<file path="src/rtl/stream_window_averager.sv">
// Turns the accumulator's running sum into one rounded, saturated average per window of 2**LOG2_N samples.
// Results wait in a small valid/ready output FIFO; a full FIFO drops the new result and sets a sticky overflow flag.
module stream_window_averager #(
  parameter int IN_W       = 32,
  parameter int OUT_W      = 16,
  parameter int LOG2_N     = 4,
  parameter int FIFO_DEPTH = 2
) (
  input  logic              clk,
  input  logic              reset,
  input  logic              clear,
  input  logic              in_valid,
  input  logic [IN_W-1:0]   sum_in,
  output logic [OUT_W-1:0]  out_data,
  output logic              out_valid,
  input  logic              out_ready,
  output logic [LOG2_N-1:0] win_count,
  output logic              overflow
);

  localparam int PTR_W = $clog2(FIFO_DEPTH);
  localparam int CNT_W = PTR_W + 1;

  logic [IN_W-1:0]  base;
  logic [IN_W-1:0]  diff;
  logic             s1_vld;
  logic             s2_vld;
  logic [OUT_W-1:0] s2_data;
  logic [IN_W:0]    rounded;
  logic [IN_W:0]    avg_wide;
  logic [OUT_W-1:0] avg_sat;

  logic [OUT_W-1:0] mem [FIFO_DEPTH];
  logic [PTR_W-1:0] wr_ptr;
  logic [PTR_W-1:0] rd_ptr;
  logic [CNT_W-1:0] count;
  logic             full;
  logic             pop;
  logic             do_push;

  // One extra bit keeps the rounding carry of a near-full-scale diff.
  always_comb begin
    rounded  = {1'b0, diff} + ((IN_W+1)'(1) << (LOG2_N - 1));
    avg_wide = rounded >> LOG2_N;
    avg_sat  = avg_wide[OUT_W-1:0];
    if (avg_wide > (IN_W+1)'({OUT_W{1'b1}})) begin
      avg_sat = '1;
    end
  end

  assign out_valid = (count != '0);
  assign full      = (count == CNT_W'(FIFO_DEPTH));
  assign pop       = out_valid && out_ready;
  assign do_push   = s2_vld && (!full || pop);
  assign out_data  = out_valid ? mem[rd_ptr] : '0;

  // The window sum is the difference between successive snapshots.
  // Unsigned subtraction tolerates the accumulator wrapping around.
  always_ff @(posedge clk or posedge reset) begin
    if (reset) begin
      base      <= '0;
      diff      <= '0;
      win_count <= '0;
      s1_vld    <= 1'b0;
      s2_vld    <= 1'b0;
      s2_data   <= '0;
    end else if (clear) begin
      base      <= '0;
      diff      <= '0;
      win_count <= '0;
      s1_vld    <= 1'b0;
      s2_vld    <= 1'b0;
      s2_data   <= '0;
    end else begin
      s1_vld  <= 1'b0;
      s2_vld  <= s1_vld;
      s2_data <= avg_sat;
      if (in_valid) begin
        win_count <= win_count + 1'b1;
        if (win_count == '1) begin
          diff   <= sum_in - base;
          base   <= sum_in;
          s1_vld <= 1'b1;
        end
      end
    end
  end

  always_ff @(posedge clk or posedge reset) begin
    if (reset) begin
      wr_ptr   <= '0;
      rd_ptr   <= '0;
      count    <= '0;
      overflow <= 1'b0;
      for (int i = 0; i < FIFO_DEPTH; i++) mem[i] <= '0;
    end else if (clear) begin
      wr_ptr   <= '0;
      rd_ptr   <= '0;
      count    <= '0;
      overflow <= 1'b0;
      for (int i = 0; i < FIFO_DEPTH; i++) mem[i] <= '0;
    end else begin
      if (do_push) begin
        mem[wr_ptr] <= s2_data;
        wr_ptr      <= wr_ptr + 1'b1;
      end else if (s2_vld) begin
        overflow <= 1'b1;
      end
      if (pop) begin
        rd_ptr <= rd_ptr + 1'b1;
      end
      count <= count + CNT_W'(do_push) - CNT_W'(pop);
    end
  end

endmodule

</file>
<file path="config.mk">
export PLATFORM = sky130hd
export DESIGN_NAME = stream_window_averager
export DESIGN_NICKNAME = d
export VERILOG_FILES = /design/src/rtl/stream_window_averager.sv
export SDC_FILE = /design/constraint.sdc
export NUM_CORES = 1
export LEC_CHECK = 0
export ABC_AREA = 1
export CORE_ASPECT_RATIO = 0.9
export CORE_MARGIN = 2
export CORE_UTILIZATION = 45
export CTS_CLUSTER_DIAMETER = 30
export DETAILED_ROUTE_END_ITERATION = 10
export PLACE_DENSITY_LB_ADDON = 0.05
export SLEW_MARGIN = 30
export SYNTH_ARGS = -nofsm -noshare
export SYNTH_HDL_FRONTEND = slang
export SYNTH_SLANG_ARGS = --single-unit
</file>
<file path="constraint.sdc">
create_clock -name clk -period 5.7 [get_ports clk]
set_input_delay 0.855 -clock clk [delete_from_list [all_inputs] [get_ports clk]]
set_output_delay 0.855 -clock clk [all_outputs]
set_load 0.03 [all_outputs]
</file>
==> flow_summary.toml <==
[clock_network]
ctsRootBufferMaster = "clkbuf_16"
cts_tree = "done"
path_clk_slew_ns = 0.06
insertion_delay_ns = 0.42
h-tree-depth = 4
cts.sinks = 120
cts_made_buffers = 17
holdBufCountCts = 0
cts_resized = 0
postCtsSetupBuffers = 0
clock_path_buffers = 2

[place]
place.gp.congestion = 0.859
io_buffers = 58
hpwlAfterDp_mm = 13.6

[detailed_routing]
wl_per_cell_um = 13.6
ant_nets = 0
drt_wl_total_mm = 18.1
routed_via_density = 5.01
first_pass_iters = 5
drc = 0
vias = 6696
drtIter0Drc = 331

[logic_synthesis]
syn_avg_cell_area_um2 = 7.19
postSynthCellCount = 1057
syn-num-nets = 1128
synth_cell_types = 34
synth-seq-cells = 120
synth-seq-area-share_pct = 39.5
synth.cell_area_um2 = 7600
yosysWarnings = 0

[sta]
fin_crit_ns = 3.13
setup_viol = 0
fin_crit_sh_pct = 54.9
whs_ns = 0.476
maxSlewHeadroom_pct = 40.1
slew_viol_final = 0
finalSetupTns_ns = 0
rsz0062_at_grt = "false"
worst_slew_pin_slew_ns = 0.896
fin_skew_ns = 0.0106
final-hold-violation-count = 0
fmax_mhz = 320

[grt]
busiest_layer = "met2"
met1_usage_pct = 28.6
use_met3_pct = 3.75
grtUsageMet2_pct = 35.3
antenna_found_initial = 0
grt_pass1_wl_mm = 31.4
grt_max_degree = 80
grt_pass1_vias = 6589
grtUsageTotal_pct = 21.6
gr-total-overflow = 0

[pwr]
ir_worst_vdd_mv = 0.200
cellPowerDensity_nw_per_um2 = 252
power_leakage_uw = 0.00410

[layout]
fillers = 1675
drive_above_1_share_pct = 6.67
nNetsFinal = 1183
syn2layout_area_growth_pct = 18.1
final_common_cell = "nand2_1"
n_antenna_cell = 0
final_cell_mix = "283 x nand2_1, 139 x inv_1, 119 x o21ai_0, 119 x dfrtp_1, 92 x nor2_1"

[setup_path]
crit_required_ns = 4.85
arrival_ns = 2.27
critical_path_buf_inv_count = 2
critPathTopFamily = "buffers and inverters"
cp_slowest_cell = "clkdlybuf4s50_1"
worstSetupStartpointType = "register"
path_cells = "nor2_1, inv_1, o21ai_0, a21oi_1, clkdlybuf4s50_1"
r2r_cells = 8
crit_cells = 5
critical_path.max_fanout = 17
slowest_delay_ns = 0.68
critPathCaptureType = "output pin"
critPathKind = "reg -> out"

[floorplan]
die_area_um2 = 17900
start_util_pct = 45.4
pin_count = 59
rows = 45
die_w_um = 141
core-area_um2 = 16700
die_h_um = 127

[run_status]
outcome = "complete, no violations"

[worst_hold_path]
hp-class = "reg -> reg"
whs_path_depth = 2

[run]
max-cap-violations = 0
-- report_power, final --
| group | switching (uW) | internal, uW |
|---|---|---|
| Sequential | 27.7 | 862 |
| Clock | 417 | 670 |
| Combinational | 181 | 102 |
| Total | 626 | 1630 |
-- synthesized netlist by cell type --
cell / n / area (um2)
a21oi_1: 72 / 360
o22ai_1: 17 / 106
buf_2: 2 / 10.0
nand2_2: 6 / 37.5
o21a_1: 4 / 30.0
a31oi_1: 1 / 6.26
xor2_1: 15 / 131
clkbuf_1: 21 / 78.8
nand3b_1: 13 / 97.6
nand3_1: 42 / 210
o21ai_1: 5 / 25.0
inv_2: 1 / 3.75
xnor2_1: 6 / 52.6
nor2_4: 7 / 78.8
nor3_1: 13 / 65.1
nand3_2: 10 / 100
a22o_1: 1 / 8.76
clkinv_1: 1 / 3.75
o32ai_1: 1 / 8.76
nor2_8: 1 / 20.0
nor2_2: 9 / 56.3
inv_1: 140 / 526
o21bai_1: 3 / 22.5
a21o_1: 2 / 15.0
nor2_1: 95 / 357
nor3b_1: 1 / 7.51
nand2_4: 1 / 11.3
ha_1: 34 / 425
o21ai_0: 119 / 596
dfrtp_1: 120 / 3000
buf_6: 2 / 22.5
a21boi_0: 4 / 30.0
and2_1: 5 / 31.3
nand2_1: 283 / 1060
-- path summary, 6_finish.rpt --
path                                   start      endpoint  slack (ns)
worst max-delay path                count[1]  out_data[10]        2.57
worst min register to register        s1_vld        s2_vld        0.48
min in group asynchronous              reset  win_count[1]        0.95
worst max register to register  win_count[0]       diff[3]        3.30
max in group asynchronous              reset    s2_data[2]        3.74
worst min-delay path                  s1_vld        s2_vld        0.48
-- worst min-delay path: cells and delay by family, from the launching register on --
kind,cells,cell delay (ns)
buffers and inverters,1,0.04
DFF,1,0.33
and+or+nand+nor,1,0.07
-- layer usage --
layer / part of all wire (%) / vias up
li1: - / 3535
met1: 49 / 3024
met2: 46 / 112
met3: 2.8 / 25
met4: 2.3 / 0
met5: 0 / -
-- area by class of cell --
type	instances	area (um2)	area share, %
flip-flops and latches	120	3000	33.5
clock inverters	13	145	1.62
multi-input cells	770	3970	44.2
clock buffers	19	453	5.05
inverters	142	538	6.00
well taps	211	264	2.94
repair buffers	61	603	6.72
-- state kept, by name (all words and copies together), names as in the netlist --
| register | flops |
|---|---|
| base | 32 |
| count | 2 |
| diff | 29 |
| mem | 32 |
| overflow | 1 |
| rd_ptr | 1 |
| s1_vld | 1 |
| s2_data | 16 |
| s2_vld | 1 |
| win_count | 4 |
| wr_ptr | 1 |
-- stage by stage --
step	setup slack, ns	total power, uW	cell area [um2]	utilization [%]	std cells
final	2.57	2260	8970	53.7	1336
after global routing	2.40	2360	8970	53.7	1336
after floorplan	1.66	1080	7600	-	1057
after global placement	2.22	1180	8370	50.0	1304
after CTS	2.27	2280	8970	53.6	1336
after detailed placement	2.20	1190	8370	50.0	1304
-- cells by family (layout without fill, tap and decap cells) --
group                      after synthesis  count (layout)  synth area share, %
and+or+nand+nor                        486             486                 28.1
AOI/OAI and AO/OA                      229             229                 15.9
buffers and inverters                  167             235                 8.48
DFF                                    120             120                 39.5
adders and majority gates               34              34                 5.60
xor gates and xnor gates                21              21                 2.42
Power figures use the tool's default switching activity.
